<file path="config.mk">
export PLATFORM = sky130hd
export DESIGN_NAME = inv_mix_columns_stage
export DESIGN_NICKNAME = d
export VERILOG_FILES = /design/src/rtl/inv_mix_columns_stage.sv
export SDC_FILE = /design/constraint.sdc
export NUM_CORES = 1
export LEC_CHECK = 0
export CAP_MARGIN = 40
export CELL_PAD_IN_SITES_DETAIL_PLACEMENT = 0
export CELL_PAD_IN_SITES_GLOBAL_PLACEMENT = 1
export CORE_MARGIN = 2
export CORE_UTILIZATION = 43
export DETAILED_ROUTE_END_ITERATION = 8
export GPL_ROUTABILITY_DRIVEN = 0
export GPL_TIMING_DRIVEN = 0
export HOLD_SLACK_MARGIN = 0.05
export PLACE_DENSITY_LB_ADDON = 0.1
export SYNTH_ARGS = -nofsm -noshare
export SYNTH_HDL_FRONTEND = slang
export SYNTH_SLANG_ARGS = --single-unit
</file>
<file path="constraint.sdc">
create_clock -name Clk -period 2.68 [get_ports Clk]
set_input_delay 0.67 -clock Clk [delete_from_list [all_inputs] [get_ports Clk]]
set_output_delay 0.67 -clock Clk [all_outputs]
set_load 0.01 [all_outputs]
</file>
<file path="src/rtl/inv_mix_columns_stage.sv">
// inv_mix_columns_stage: two-stage pipelined AES (Inv)MixColumns on a 128-bit state
// with valid/ready handshake on both sides.
// Optional build macro IMC_LAST_ROUND_BYPASS_EN adds a Bypass input that lets a
// word pass through untransformed (final AES round) with the same latency.
module inv_mix_columns_stage (
  input  logic         Clk,
  input  logic         Rst,
  input  logic         InValid,
  output logic         InReady,
  input  logic [127:0] InData,
  input  logic         Inv,
`ifdef IMC_LAST_ROUND_BYPASS_EN
  input  logic         Bypass,
`endif
  output logic         OutValid,
  input  logic         OutReady,
  output logic [127:0] OutData
);

  localparam int unsigned DW = 128;
  localparam int unsigned NB = DW / 8;

  // Multiply by x in GF(2^8) modulo x^8+x^4+x^3+x+1
  function automatic logic [7:0] xtime(input logic [7:0] b);
    xtime = {b[6:0], 1'b0} ^ (b[7] ? 8'h1b : 8'h00);
  endfunction

  logic          adv1;
  logic          adv2;

  logic          s1_v;
  logic          s1_inv;
  logic [DW-1:0] s1_a;
  logic [DW-1:0] s1_x2;
  logic [DW-1:0] s1_x4;
  logic [DW-1:0] s1_x8;
`ifdef IMC_LAST_ROUND_BYPASS_EN
  logic          s1_byp;
`endif

  logic          s2_v;
  logic [DW-1:0] s2_d;

  logic [DW-1:0] in_x2;
  logic [DW-1:0] in_x4;
  logic [DW-1:0] in_x8;
  logic [DW-1:0] mix;
  logic [DW-1:0] s2_nxt;

  // Pipeline advance: a stage moves when it is empty or the stage after it moves
  assign adv2     = !s2_v || OutReady;
  assign adv1     = !s1_v || adv2;
  assign InReady  = adv1 && !Rst;
  assign OutValid = s2_v;
  assign OutData  = s2_d;

  // Per-byte doubling chain feeding stage 1 (byte positions preserved)
  for (genvar gb = 0; gb < NB; gb++) begin : g_mul
    assign in_x2[8*gb +: 8] = xtime(InData[8*gb +: 8]);
    assign in_x4[8*gb +: 8] = xtime(in_x2[8*gb +: 8]);
    assign in_x8[8*gb +: 8] = xtime(in_x4[8*gb +: 8]);
  end

  // Column mixing from registered partial products; row r uses a_r..a_(r+3) mod 4
  for (genvar gc = 0; gc < 4; gc++) begin : g_col
    for (genvar gr = 0; gr < 4; gr++) begin : g_row
      localparam int P0 = 127 - 32*gc - 8*gr;
      localparam int P1 = 127 - 32*gc - 8*((gr + 1) % 4);
      localparam int P2 = 127 - 32*gc - 8*((gr + 2) % 4);
      localparam int P3 = 127 - 32*gc - 8*((gr + 3) % 4);

      logic [7:0] fwd_b;
      logic [7:0] inv_b;

      // 02*a0 ^ 03*a1 ^ a2 ^ a3
      assign fwd_b = s1_x2[P0 -: 8]
                   ^ s1_x2[P1 -: 8] ^ s1_a[P1 -: 8]
                   ^ s1_a[P2 -: 8]
                   ^ s1_a[P3 -: 8];

      // 0E*a0 ^ 0B*a1 ^ 0D*a2 ^ 09*a3
      assign inv_b = (s1_x8[P0 -: 8] ^ s1_x4[P0 -: 8] ^ s1_x2[P0 -: 8])
                   ^ (s1_x8[P1 -: 8] ^ s1_x2[P1 -: 8] ^ s1_a[P1 -: 8])
                   ^ (s1_x8[P2 -: 8] ^ s1_x4[P2 -: 8] ^ s1_a[P2 -: 8])
                   ^ (s1_x8[P3 -: 8] ^ s1_a[P3 -: 8]);

      assign mix[P0 -: 8] = s1_inv ? inv_b : fwd_b;
    end
  end

  // Final-round words skip the mixing when the bypass option is built in
`ifdef IMC_LAST_ROUND_BYPASS_EN
  assign s2_nxt = s1_byp ? s1_a : mix;
`else
  assign s2_nxt = mix;
`endif

  // Stage 1: capture raw bytes, their x2/x4/x8 multiples and the word's mode bits
  always_ff @(posedge Clk) begin
    if (Rst) begin
      s1_v   <= 1'b0;
      s1_inv <= 1'b0;
      s1_a   <= '0;
      s1_x2  <= '0;
      s1_x4  <= '0;
      s1_x8  <= '0;
`ifdef IMC_LAST_ROUND_BYPASS_EN
      s1_byp <= 1'b0;
`endif
    end else if (adv1) begin
      s1_v   <= InValid && InReady;
      s1_inv <= Inv;
      s1_a   <= InData;
      s1_x2  <= in_x2;
      s1_x4  <= in_x4;
      s1_x8  <= in_x8;
`ifdef IMC_LAST_ROUND_BYPASS_EN
      s1_byp <= Bypass;
`endif
    end
  end

  // Stage 2: register the combined column results; holds under backpressure
  always_ff @(posedge Clk) begin
    if (Rst) begin
      s2_v <= 1'b0;
      s2_d <= '0;
    end else if (adv2) begin
      s2_v <= s1_v;
      s2_d <= s2_nxt;
    end
  end

endmodule

</file>
Yosys cells after proc, flatten, opt, wreduce, memory -nomap -nowiden
Index checks and enable logic that the tools add are counted.

operators by class
  reductions and logical operators = 7
  bitwise operators = 256
  mux-type cells = 64

operator list
  cell               count
  $xor 8x8->8        208
  $xor 8x5->8        48
  $mux 5             48
  $mux 8             16
  $logic_not 1->1    3
  $logic_and 1x1->1  2
  $logic_or 1x1->1   2

word-level totals
  word-level logic and storage cells = 335
  bits in registers = 643
  output and inout port bits = 130

Logic depth before layout (Yosys ltp)
Gate-level depths: netlist (run 1).

  depth after elaboration = 6
  gate-level depth with buffers = 8
  gate-level depth less buffers = 5

Least setup slack after synthesis (run 1)
OpenSTA, ideal clock, no wires.

  path kind = input to output
  from = input port Rst
  to = output port InReady
  arrival time = 1.549 ns
  slack = 0.461 ns
  required time = 2.010 ns
  cell stages on the path = 4
  path buffers = 3
  cells stage by stage = clkbuf_1 -> clkbuf_1 -> clkbuf_1 -> nor2_1

between the ends
  word-level cells in the longest chain between the ends = 2

RTL lines
  element            RTL line  text
  start, declared    7         input logic Rst,
  $logic_not 1->1    53        assign InReady = adv1 && !Rst;
  $logic_and 1x1->1  53
  end, declared      9         output logic InReady,

Every way passes these cells.

Worst setup path in the final report (run 1)
  from = register s1_inv
  to = register s2_d[10] (netlist: OutData[10])

between the ends
  word-level cells in the longest chain between the ends = 1

RTL lines
  element                 RTL line  text
  start, declared         32        logic s1_inv;
  start signal, assigned  112       s1_inv <= Inv;
  $mux 8                  87        assign mix[P0 -: 8] = s1_inv ? inv_b : fwd_b;
  end signal, assigned    130       s2_d <= s2_nxt;
  end, declared           42        logic [DW-1:0] s2_d;

Every way passes these cells.
A chain may end at the register's enable or synchronous reset.

==> qor.csv, run 1 <==
stage,metric,value,unit
power_and_ir_drop,Max VDD drop,0.416,mV
worst_setup_path,Crit Path Max Fanout,10,
clock_network,TritonCTS clock tree,done,
run,Max Cap Viol,0,
clock_network,H-Tree Depth,2,
global_routing,Total GRT Usage,27.3,%
die,I/O pin cnt,263,
run_status,outcome,"finished, final reports clean",
timing,Max Clock Freq,379,MHz
yosys,Post-Syn Area,22200,µm²
clock_network,Sink Count,403,
timing,Pins Over Slew Limit,0,
final_layout,share of cells above drive strength 1,6.27,%
final_layout,n_diodes,0,
yosys,ys async rst share,0,%
power_and_ir_drop,Pleak,10.4,nW
die,core box area,51100,µm²
global_routing,first-pass GRT wire length,109,mm
timing,final setup vio count,0,
yosys,"EDFF count, synth",0,
clock_network,CTS Hold Bufs,0,
timing,headroom to the max-slew limit,42.6,%
route,Post-DRT Antenna Nets,0,
power_and_ir_drop,Pwr Density,755,nW/µm²
timing,final hold violation count,0,
worst_setup_path,R2R depth,7,
power_and_ir_drop,power consumption,20.4,mW
placement,port bufs,231,
route,Routed WL,73.4,mm
timing,clock skew,0.0161,ns
global_routing,number of global-route vias before repair,17693,
worst_setup_path,Worst path max stage delay,0.42,ns
global_routing,largest net degree at the start of global routing,13,
worst_setup_path,worst endpoint required time,3.11,ns
worst_hold_path,Hold Crit Class,in2reg,
timing,Setup WS post-layout,0.0428,ns
die,Rows,83,
final_layout,fin cells,3533,
route,number of vias per cell,5.09,
die,Vert. Die Dim,231,µm
timing,Final min period,2.64,ns
final_layout,fin nets,2950,
yosys,Main synth FF type,dfxtp_1,
clock_network,Max Root-Sink Buffers,3,
placement,dpl ws,-0.868,ns
route,DR DRC count,0,
yosys,Synth Warn #,0,
final_layout,most frequent cells in the layout,"607 x xnor2_1, 403 x dfxtp_1, 391 x nand2_1",
yosys,synthesized instance count,2532,
worst_setup_path,CP Launch Type,flip-flop,
die,Die X-Extent,231,µm
yosys,syn_nets,2665,
route,routed len/inst,20.8,µm
worst_setup_path,"critical path, cell by cell",buf_2 -> buf_4 -> buf_4 -> buf_2 -> nand2_1 -> xnor2_1 -> a211oi_1,
route,Detailed Route Iter0 Violations,1154,
timing,Slew @ Worst Pin,0.861,ns
global_routing,initial antenna violation count,1,
clock_network,"CTS clk-pin slew, worst paths",0.06,ns
clock_network,"Clk Latency, worst-skew pair",0.59,ns
placement,hpwl dp,57.8,mm
worst_setup_path,CP Capture Type,flip-flop,
clock_network,number of CTS-inserted buffers,47,
global_routing,global route overflow,0,
placement,placed insts,3449,
timing,unrepaired setup endpoints after global routing,false,
route,routed via count,17966,
worst_hold_path,hold path cells,3,
worst_setup_path,critical path type,reg2reg,
yosys,post-synthesis register bit count,403,
die,die area,53400,µm²
yosys,Cell variety after synth,26,
final_layout,Layout area overhead,22.2,%
yosys,sequential-to-total area share from yosys stat,36.4,%
clock_network,CTS Root Cell,clkbuf_16,
timing,Final period util,98.4,%
yosys,average size of a mapped cell,8.75,µm²
final_layout,"most common cell after layout, fill and taps aside",xnor2_1,
worst_setup_path,critical path's slowest cell,buf_2,
die,Initial Utilization,43.4,%
route,DRT Pass-1 Iters,5,
worst_setup_path,Critical Path AT,3.07,ns
-- critical path, delay by kind of cell (launching register included) --
kind | cells | cell delay [ns]
and+or+nand+nor | 1 | 0.23
DFF | 1 | 0.31
buffers and inverters | 4 | 1.44
AOI/OAI and AO/OA | 1 | 0.13
xor gates and xnor gates | 1 | 0.34
-- kinds of logic after synthesis --
logic type	count (synthesis)	synth area share [%]
AO/OA/AOI/OAI	408	11.8
XOR/XNOR	773	34.0
buffers and inverters	220	3.95
flip-flops	403	36.4
multiplexers	28	1.37
AND/OR/NAND/NOR	700	12.4
-- where the power goes --
| group | leakage (nW) | internal (mW) | switching [mW] | total [mW] |
|---|---|---|---|---|
| logic | 6.24 | 3.37 | 2.99 | 6.36 |
| registers | 3.36 | 6.79 | 0.575 | 7.37 |
| clock network | 0.801 | 4.03 | 2.68 | 6.71 |
| total | 10.4 | 14.2 | 6.25 | 20.4 |
-- final cells by class --
| class | instances | area, µm² |
|---|---|---|
| Fill cell | 4898 | 24000 |
| Multi-Input combinational cell | 1909 | 13200 |
| Sequential cell | 403 | 8070 |
| Timing Repair Buffer | 238 | 2390 |
| Clock buffer | 70 | 1460 |
| Buffer | 216 | 887 |
| Tap cell | 680 | 851 |
| Clock inverter | 15 | 159 |
| Inverter | 2 | 7.51 |
-- cell usage after synthesis, types with 3 or more instances --
cell,instances,share of area (%)
xor2_2,5,0.37
buf_2,33,0.75
o21ai_0,12,0.27
xor2_1,103,4.1
xnor3_1,43,4.4
xnor2_1,609,24
nor3_1,6,0.14
and2_1,21,0.59
nand2b_1,19,0.54
nor2_1,256,4.3
mux2i_1,10,0.45
xor3_1,5,0.54
a21oi_1,178,4.0
buf_1,6,0.10
mux2_2,18,0.91
clkbuf_2,3,0.068
dfxtp_1,403,36
or2_2,3,0.085
nand2_2,4,0.11
clkbuf_1,175,3.0
a211oi_2,7,0.40
xnor2_2,8,0.59
nand2_1,391,6.6
a211oi_1,211,7.1
-- per-layer routing --
layer  GRT usage [%]  share of wire (%)  vias to the layer above
met5               0                  0                        -
met4            9.56                3.2                        0
met3            3.67                4.6                      108
met2            46.4                 48                      429
met1            35.6                 44                     8666
li1                -                  -                     8763
-- stage by stage --
stage | util, % | hold WS, ns | setup TNS [ns] | instance area [µm²]
6_report | 53.0 | 0.448 | 0 | 27100
2_1_floorplan | - | 0.443 | 0 | 22200
3_5_place_dp | 49.7 | 0.456 | -172.45 | 25400
4_1_cts | 53.0 | 0.423 | 0 | 27100
5_1_grt | 53.0 | 0.476 | 0 | 27100
3_3_place_gp | 49.6 | 0.452 | -227.01 | 25300
-- path summary, 6_finish.rpt --
path                                             start                        to  slack (ns)
worst max register to register     s1_inv$_SDFFE_PP0P_  OutData[10]$_SDFFE_PP0P_        0.04
worst min-delay path                        InData[70]     s1_a[70]$_SDFFE_PP0P_        0.45
worst max-delay path               s1_inv$_SDFFE_PP0P_  OutData[10]$_SDFFE_PP0P_        0.04
worst min register to register  s1_x8[44]$_SDFFE_PP0P_    s1_x8[44]$_SDFFE_PP0P_        0.46
-- state kept, by name, summed over array words and instances (netlist names) --
| name | count |
|---|---|
| s1_inv | 1 |
| s1_x8 | 48 |
| OutData | 128 |
| s1_x2 | 49 |
| s1_v | 1 |
| s1_a | 127 |
| s1_x4 | 48 |
| OutValid | 1 |
-- what timing repair did --
item | CTS | global route
pin swaps | 1 | 0
endpoints found under the setup margin | 148 | 79
gates resized for setup | 17 | 5
setup buffers | 1 | 0
gates cloned | 0 | 0
Note: power is estimated with default switching activity, not from simulation.
==> run 2, diff against run 1 <==
- CORE_UTILIZATION: 43 -> 39
- CTS_CLUSTER_DIAMETER: not set -> 120
- clock period: 2.68 -> 2.25 ns (I/O delays scaled with it)
==> run 2 against run 1 <==
  * Power rose by 21%
  * Final cell count rose by 2.1%
  * First-iteration DRC count fell by 4.9%
  * Clock-buffer cell count fell by 5
  * Clock power rose by 23%
  * Design area rose by 0.90%
  * Critical path depth rose by 1
==> qor.csv, run 2 (same netlist as run 1, synthesis figures left out) <==
stage,metric,value,unit,change
final_layout,fin nets,2951,,was 2950
timing,Hold Slack,0.342,ns,was 0.448 ns
power_and_ir_drop,logic gate share of total power,31.0,%,was 31.1%
power_and_ir_drop,Clk pwr share,33.4,%,was 32.8%
power_and_ir_drop,internal power,17.2,mW,was 14.2 mW
die,I/O pin cnt,263,,unchanged
clock_network,"CTS clk-pin slew, worst paths",0.06,ns,about the same
final_layout,"most common cell after layout, fill and taps aside",xnor2_1,,unchanged
timing,Final min period,2.23,ns,
power_and_ir_drop,Pleak,10.5,nW,was 10.4 nW
global_routing,number of global-route vias before repair,17568,,was 17693
timing,final hold violation count,0,,unchanged
worst_setup_path,worst endpoint required time,2.76,ns,was 3.11 ns
timing,clock skew,0.0113,ns,was 0.0161 ns
die,Vert. Die Dim,242,µm,was 231 µm
worst_setup_path,critical path launch point,OutReady,,was s1_inv$_SDFFE_PP0P_
route,DR DRC count,0,,unchanged
clock_network,Max Root-Sink Buffers,3,,unchanged
global_routing,GRT met1 Usage,33.5,%,was 35.6%
power_and_ir_drop,Max VDD drop,0.501,mV,was 0.416 mV
worst_hold_path,Hold Path End,s1_a[95]$_SDFFE_PP0P_,,was s1_a[70]$_SDFFE_PP0P_
timing,Setup WS post-layout,0.0199,ns,was 0.0428 ns
timing,final setup vio count,0,,unchanged
worst_setup_path,Critical Path AT,2.74,ns,was 3.07 ns
global_routing,gr busiest metal,met2,,unchanged
placement,hpwl dp,59.6,mm,was 57.8 mm
clock_network,Sink Count,403,,unchanged
clock_network,H-Tree Depth,2,,unchanged
final_layout,Layout area overhead,23.3,%,was 22.2%
timing,total negative setup slack,0,ns,unchanged
worst_setup_path,critical path type,in2reg,,was reg2reg
timing,unrepaired setup endpoints after global routing,true,,was false
global_routing,Total GRT Usage,25.2,%,was 27.3%
global_routing,GRT met2 Usage,42.5,%,was 46.4%
placement,port bufs,231,,unchanged
route,routed via count,17775,,was 17966
route,number of vias per cell,4.93,,was 5.09
global_routing,initial antenna violation count,0,,was 1
worst_setup_path,CP Launch Type,primary input,,was flip-flop
timing,Slew @ Worst Pin,0.870,ns,was 0.861 ns
clock_network,TritonCTS clock tree,done,,unchanged
route,Post-DRT Antenna Nets,0,,unchanged
clock_network,"Clk Latency, worst-skew pair",0.60,ns,was 0.59 ns
die,core box area,56300,µm²,was 51100 µm²
global_routing,global route overflow,0,,unchanged
worst_setup_path,Crit Path Max Fanout,10,,unchanged
timing,Pins Over Slew Limit,0,,unchanged
timing,Max Clock Freq,448,MHz,
final_layout,share of cells above drive strength 1,7.29,%,was 6.27%
global_routing,largest net degree at the start of global routing,20,,was 13
clock_network,number of CTS-inserted buffers,47,,unchanged
power_and_ir_drop,Pwr Density,904,nW/µm²,was 755 nW/µm²
worst_setup_path,"critical path, cell by cell",clkdlybuf4s50_1 -> nand2b_4 -> or2_2 -> clkbuf_1 -> clkbuf_1 -> clkbuf_1 -> nand2_1 -> a21oi_1,,was buf_2 -> buf_4 -> buf_4 -> buf_2 -> nand2_1 -> xnor2_1 -> a211oi_1
worst_setup_path,RR Startpoint,s1_x4[108]$_SDFFE_PP0P_,,was s1_inv$_SDFFE_PP0P_
worst_hold_path,min-delay src,InData[95],,was InData[70]
power_and_ir_drop,power consumption,24.7,mW,was 20.4 mW
worst_hold_path,hold path cells,3,,unchanged
route,Routed WL,75.8,mm,was 73.4 mm
die,Die X-Extent,242,µm,was 231 µm
worst_setup_path,CP Capture Type,flip-flop,,unchanged
timing,Final period util,99.1,%,
final_layout,most frequent cells in the layout,"602 x xnor2_1, 403 x dfxtp_1, 391 x nand2_1",,"was 607 x xnor2_1, 403 x dfxtp_1, 391 x nand2_1"
route,Detailed Route Iter0 Violations,1098,,was 1154
worst_setup_path,Worst path max stage delay,0.54,ns,was 0.42 ns
route,DRT Pass-1 Iters,5,,unchanged
run,Max Cap Viol,0,,unchanged
timing,headroom to the max-slew limit,42.0,%,was 42.6%
global_routing,first-pass GRT wire length,112,mm,was 109 mm
power_and_ir_drop,Sw Share,30.5,%,was 30.6%
final_layout,max reg flops,128,,unchanged
worst_hold_path,Hold Crit Class,in2reg,,unchanged
die,Initial Utilization,39.4,%,was 43.4%
route,routed len/inst,21.0,µm,was 20.8 µm
global_routing,met3 Usage GRT,3.63,%,was 3.67%
clock_network,CTS Hold Bufs,0,,unchanged
run_status,outcome,"finished, final reports clean",,unchanged
worst_setup_path,critical path's slowest cell,clkbuf_1,,was buf_2
power_and_ir_drop,Sw Pwr,7.53,mW,was 6.25 mW
final_layout,n_diodes,0,,unchanged
worst_setup_path,reg2reg end,OutData[125]$_SDFFE_PP0P_,,was OutData[10]$_SDFFE_PP0P_
clock_network,CTS Root Cell,clkbuf_16,,unchanged
worst_setup_path,R2R depth,5,,was 7
worst_setup_path,r2r setup slk,0.14,ns,was 0.04 ns
die,die area,58700,µm²,was 53400 µm²
placement,dpl ws,-1.42,ns,was -0.868 ns
worst_setup_path,"most used cell, CP",clkbuf_1,,
die,Rows,87,,was 83
power_and_ir_drop,sequential cell fraction of total power,35.6,%,was 36.1%
run 2: cell count changes in the layout (fill, tap and decap cells not counted), sizes merged:
cell | previous run | this run
bufinv | 3 | 6
clkbuf | 247 | 240
buf | 46 | 50
dlygate4sd2 | 1 | 0
clkinv | 10 | 11
clkinvlp | 2 | 1
run 2: power by group through the flow:
stage	logic, mW	clock network (mW)	registers, mW
after floorplan	4.70	0	9.04
after global placement	7.56	0	8.91
after detailed placement	7.62	0	8.93
after CTS	7.70	8.40	8.78
after global routing	8.20	8.66	8.88
final	7.66	8.25	8.78
run 2: through the flow:
stage | instance area [µm²] | util (%) | cells
6_report | 27300 | 48.5 | 3608
5_1_grt | 27300 | 48.5 | 3608
4_1_cts | 27200 | 48.4 | 3606
3_5_place_dp | 25500 | 45.3 | 3524
3_3_place_gp | 25400 | 45.2 | 3519
2_1_floorplan | 22200 | - | 2532
run 2: worst max-delay path, delay by kind of cell:
kind,cells,cell delay (ns)
AOI/OAI and AO/OA,1,0.17
buffers and inverters,4,1.56
and+or+nand+nor,3,0.44
run 2: what timing repair did:
action                                 in CTS  in global routing
setup endpoints to repair                 398                155
gates resized for setup                    39                 34
endpoints found under the hold margin       0                  0
cloned                                      0                  0
buffers inserted                            1                  2
pin swaps                                   1                  1
run 2: worst max path at each step:
stage               cells after the start  slack [ns]                      to
floorplan                               4        0.25                 InReady
global placement                        9       -1.45  s1_x8[44]$_SDFFE_PP0P_
detailed placement                      5       -1.42                 InReady
CTS                                     8       0.003  s1_x8[91]$_SDFFE_PP0P_
global route                            8       -0.13   s1_a[43]$_SDFFE_PP0P_
finish                                  8        0.02   s1_a[24]$_SDFFE_PP0P_
run 2: cell type report:
type | instances | area [µm²]
Buffer | 216 | 945
Clock buffer | 65 | 1410
Clock inverter | 18 | 243
Fill cell | 5551 | 29000
Inverter | 2 | 7.51
Multi-Input combinational cell | 1909 | 13300
Sequential cell | 403 | 8070
Tap cell | 756 | 946
Timing Repair Buffer | 239 | 2400
run 2: per-layer routing:
metal | part of all wire (%) | vias up
met1 | 45 | 8502
li1 | - | 8774
met5 | 0 | -
met4 | 3.0 | 0
met2 | 48 | 385
met3 | 4.1 | 114
==> run 3, diff against run 2 <==
- GPL_TIMING_DRIVEN: 0 -> 1
==> run 3 against run 2 <==
  * Wire length fell by 21%
  * Non-clock buffer count fell by 99
  * Sequential share of layout area barely moved
  * Worst setup slack improved by 0.11 ns
  * Largest power group unchanged
  * Design area barely moved
  * Largest cell class unchanged
  * Critical path type is now reg2out
  * Clock-buffer cell count rose by 12
==> qor.csv, run 3 (same netlist as run 1, synthesis figures left out) <==
stage,metric,value,unit,change
placement,hpwl dp,44.4,mm,was 59.6 mm
global_routing,GRT met2 Usage,35.0,%,was 42.5%
timing,Final min period,2.12,ns,was 2.23 ns
die,I/O pin cnt,263,,unchanged
clock_network,TritonCTS clock tree,done,,unchanged
final_layout,Reg area,8070,µm²,about the same
final_layout,footprint of the multi-input gates,13200,µm²,was 13300 µm²
timing,headroom to the max-slew limit,30.2,%,was 42.0%
worst_setup_path,worst endpoint required time,1.69,ns,was 2.76 ns
route,DR DRC count,0,,unchanged
worst_setup_path,Top delay family on crit path,buffers and inverters,,unchanged
timing,Hold Slack,0.460,ns,was 0.342 ns
run,Max Cap Viol,0,,unchanged
clock_network,Sink Count,403,,unchanged
placement,dpl ws,-0.110,ns,was -1.42 ns
run_status,outcome,"finished, final reports clean",,unchanged
route,DRT Pass-1 Iters,4,,was 5
die,Rows,87,,unchanged
power_and_ir_drop,Sw Pwr,7.06,mW,was 7.53 mW
die,Die X-Extent,242,µm,unchanged
global_routing,met3 Usage GRT,2.89,%,was 3.63%
worst_hold_path,Hold Crit Class,reg2reg,,was in2reg
worst_setup_path,Critical Path AT,1.56,ns,was 2.74 ns
global_routing,number of global-route vias before repair,16802,,was 17568
global_routing,first-pass GRT wire length,94.2,mm,was 112 mm
timing,Slew @ Worst Pin,1.05,ns,was 0.870 ns
die,core box area,56300,µm²,unchanged
power_and_ir_drop,internal power,16.8,mW,was 17.2 mW
die,Vert. Die Dim,242,µm,unchanged
power_and_ir_drop,logic gate share of total power,31.0,%,about the same
power_and_ir_drop,Clk pwr share,31.9,%,was 33.4%
power_and_ir_drop,Pleak,10.6,nW,was 10.5 nW
route,routed len/inst,17.1,µm,was 21.0 µm
final_layout,"most common cell after layout, fill and taps aside",xnor2_1,,unchanged
placement,placed insts,3426,,was 3524
worst_setup_path,worst path buffer plus inverter count,1,,was 4
route,number of vias per cell,4.77,,was 4.93
timing,Final period util,94.3,%,was 99.1%
final_layout,most frequent cells in the layout,"608 x xnor2_1, 402 x dfxtp_1, 391 x nand2_1",,"was 602 x xnor2_1, 403 x dfxtp_1, 391 x nand2_1"
worst_setup_path,"critical path, cell by cell",clkdlybuf4s50_1,,was clkdlybuf4s50_1 -> nand2b_4 -> or2_2 -> clkbuf_1 -> clkbuf_1 -> clkbuf_1 -> nand2_1 -> a21oi_1
clock_network,"Clk Latency, worst-skew pair",0.58,ns,was 0.60 ns
timing,Pins Over Slew Limit,0,,unchanged
global_routing,gr busiest metal,met2,,unchanged
route,Post-DRT Antenna Nets,0,,unchanged
final_layout,n_diodes,0,,unchanged
worst_setup_path,Worst path max stage delay,0.62,ns,was 0.54 ns
final_layout,share of cells above drive strength 1,7.63,%,was 7.29%
worst_setup_path,critical path's slowest cell,clkdlybuf4s50_1,,was clkbuf_1
final_layout,Fill cells,5525,,was 5551
timing,Setup WS post-layout,0.127,ns,was 0.0199 ns
clock_network,CTS Root Cell,clkbuf_16,,unchanged
worst_setup_path,critical path type,reg2out,,was in2reg
power_and_ir_drop,sequential cell fraction of total power,37.1,%,was 35.6%
global_routing,Total GRT Usage,20.1,%,was 25.2%
global_routing,GRT met1 Usage,25.9,%,was 33.5%
route,routed via count,16724,,was 17775
clock_network,number of CTS-inserted buffers,48,,was 47
timing,final hold violation count,0,,unchanged
final_layout,Layout area overhead,23.4,%,was 23.3%
clock_network,H-Tree Depth,2,,unchanged
route,Routed WL,60.0,mm,was 75.8 mm
clock_network,"CTS clk-pin slew, worst paths",0.06,ns,about the same
clock_network,"Setup Fix Bufs, Post-CTS",0,,was 1
worst_setup_path,CP Capture Type,output pin,,was flip-flop
clock_network,Max Root-Sink Buffers,3,,unchanged
placement,port bufs,262,,was 231
power_and_ir_drop,Max VDD drop,0.522,mV,was 0.501 mV
timing,Max Clock Freq,471,MHz,was 448 MHz
power_and_ir_drop,Sw Share,29.6,%,was 30.5%
power_and_ir_drop,Pwr Density,872,nW/µm²,was 904 nW/µm²
die,Initial Utilization,39.4,%,unchanged
final_layout,fin nets,2853,,was 2951
die,die area,58700,µm²,unchanged
timing,final setup vio count,0,,unchanged
route,Detailed Route Iter0 Violations,732,,was 1098
timing,unrepaired setup endpoints after global routing,false,,was true
timing,clock skew,0.0143,ns,was 0.0113 ns
worst_setup_path,Crit Path Max Fanout,2,,was 10
worst_setup_path,r2r setup slk,0.25,ns,was 0.14 ns
global_routing,largest net degree at the start of global routing,204,,was 20
final_layout,fin cells,3509,,was 3608
worst_setup_path,CP Launch Type,flip-flop,,was primary input
global_routing,initial antenna violation count,2,,was 0
global_routing,global route overflow,0,,unchanged
final_layout,max reg flops,128,,unchanged
[run 3: cell count changes in the layout (fill, tap and decap cells not counted), sizes merged]
cell,previous run,this run
clkdlybuf4s50,230,260
clkinvlp,1,0
bufinv,6,2
clkinv,11,4
dlygate4sd2,0,1
buf,50,95
clkbuf,240,77
[run 3: cell type report]
type | count | area share (%)
repair buffers | 356 | 13.0
clock buffers | 77 | 5.27
well taps | 756 | 3.46
multi-input cells | 1909 | 48.4
flip-flops and latches | 403 | 29.5
inverters | 2 | 0.0275
clock inverters | 6 | 0.293
[run 3: what timing repair did]
action | in CTS | in global routing
gates resized for setup | 1 | 1
setup endpoints to repair | 1 | 1
endpoints found under the hold margin | 0 | 0
hold buffers | 0 | 0
[run 3: worst reg2reg max path, stage by stage, from the launching register on]
cell	delay, ns
dfxtp_1	0.32
xnor2_1	0.27
xor2_1	0.30
mux2_2	0.40
xor3_1	0.36
a211oi_1	0.25
[run 3: worst paths after layout]
check | from | end | cells after the start
max | OutData[83]$_SDFFE_PP0P_ | OutData[83] | 1
min reg2reg | s1_x8[52]$_SDFFE_PP0P_ | s1_x8[52]$_SDFFE_PP0P_ | 2
max reg2reg | s1_x4[100]$_SDFFE_PP0P_ | OutData[125]$_SDFFE_PP0P_ | 5
min | s1_x8[52]$_SDFFE_PP0P_ | s1_x8[52]$_SDFFE_PP0P_ | 2
[run 3: stage by stage]
| stage | instance area (µm²) | TNS (ns) | utilization (%) | power [mW] |
|---|---|---|---|---|
| global route | 27300 | 0 | 48.6 | 25.0 |
| detailed placement | 25800 | -0.455 | 45.8 | 16.4 |
| finish | 27300 | 0 | 48.6 | 23.8 |
| global placement | 25800 | -1.17 | 45.8 | 16.4 |
| CTS | 27300 | 0 | 48.5 | 24.2 |
| floorplan | 22200 | 0 | - | 13.7 |
[run 3: metal layers]
layer | wire length (µm) | share of wire, %
met5 | 26 | 0.043
met4 | 1240 | 2.1
met3 | 1970 | 3.3
met2 | 29300 | 49
met1 | 27500 | 46
[run 3: power by group through the flow]
stage | Combinational (mW) | Clock [mW] | Sequential (mW)
final | 7.38 | 7.60 | 8.84
after global routing | 7.96 | 8.11 | 8.96
after CTS | 7.48 | 7.84 | 8.86
after detailed placement | 7.44 | 0 | 9.01
after global placement | 7.42 | 0 | 8.98
after floorplan | 4.70 | 0 | 9.04
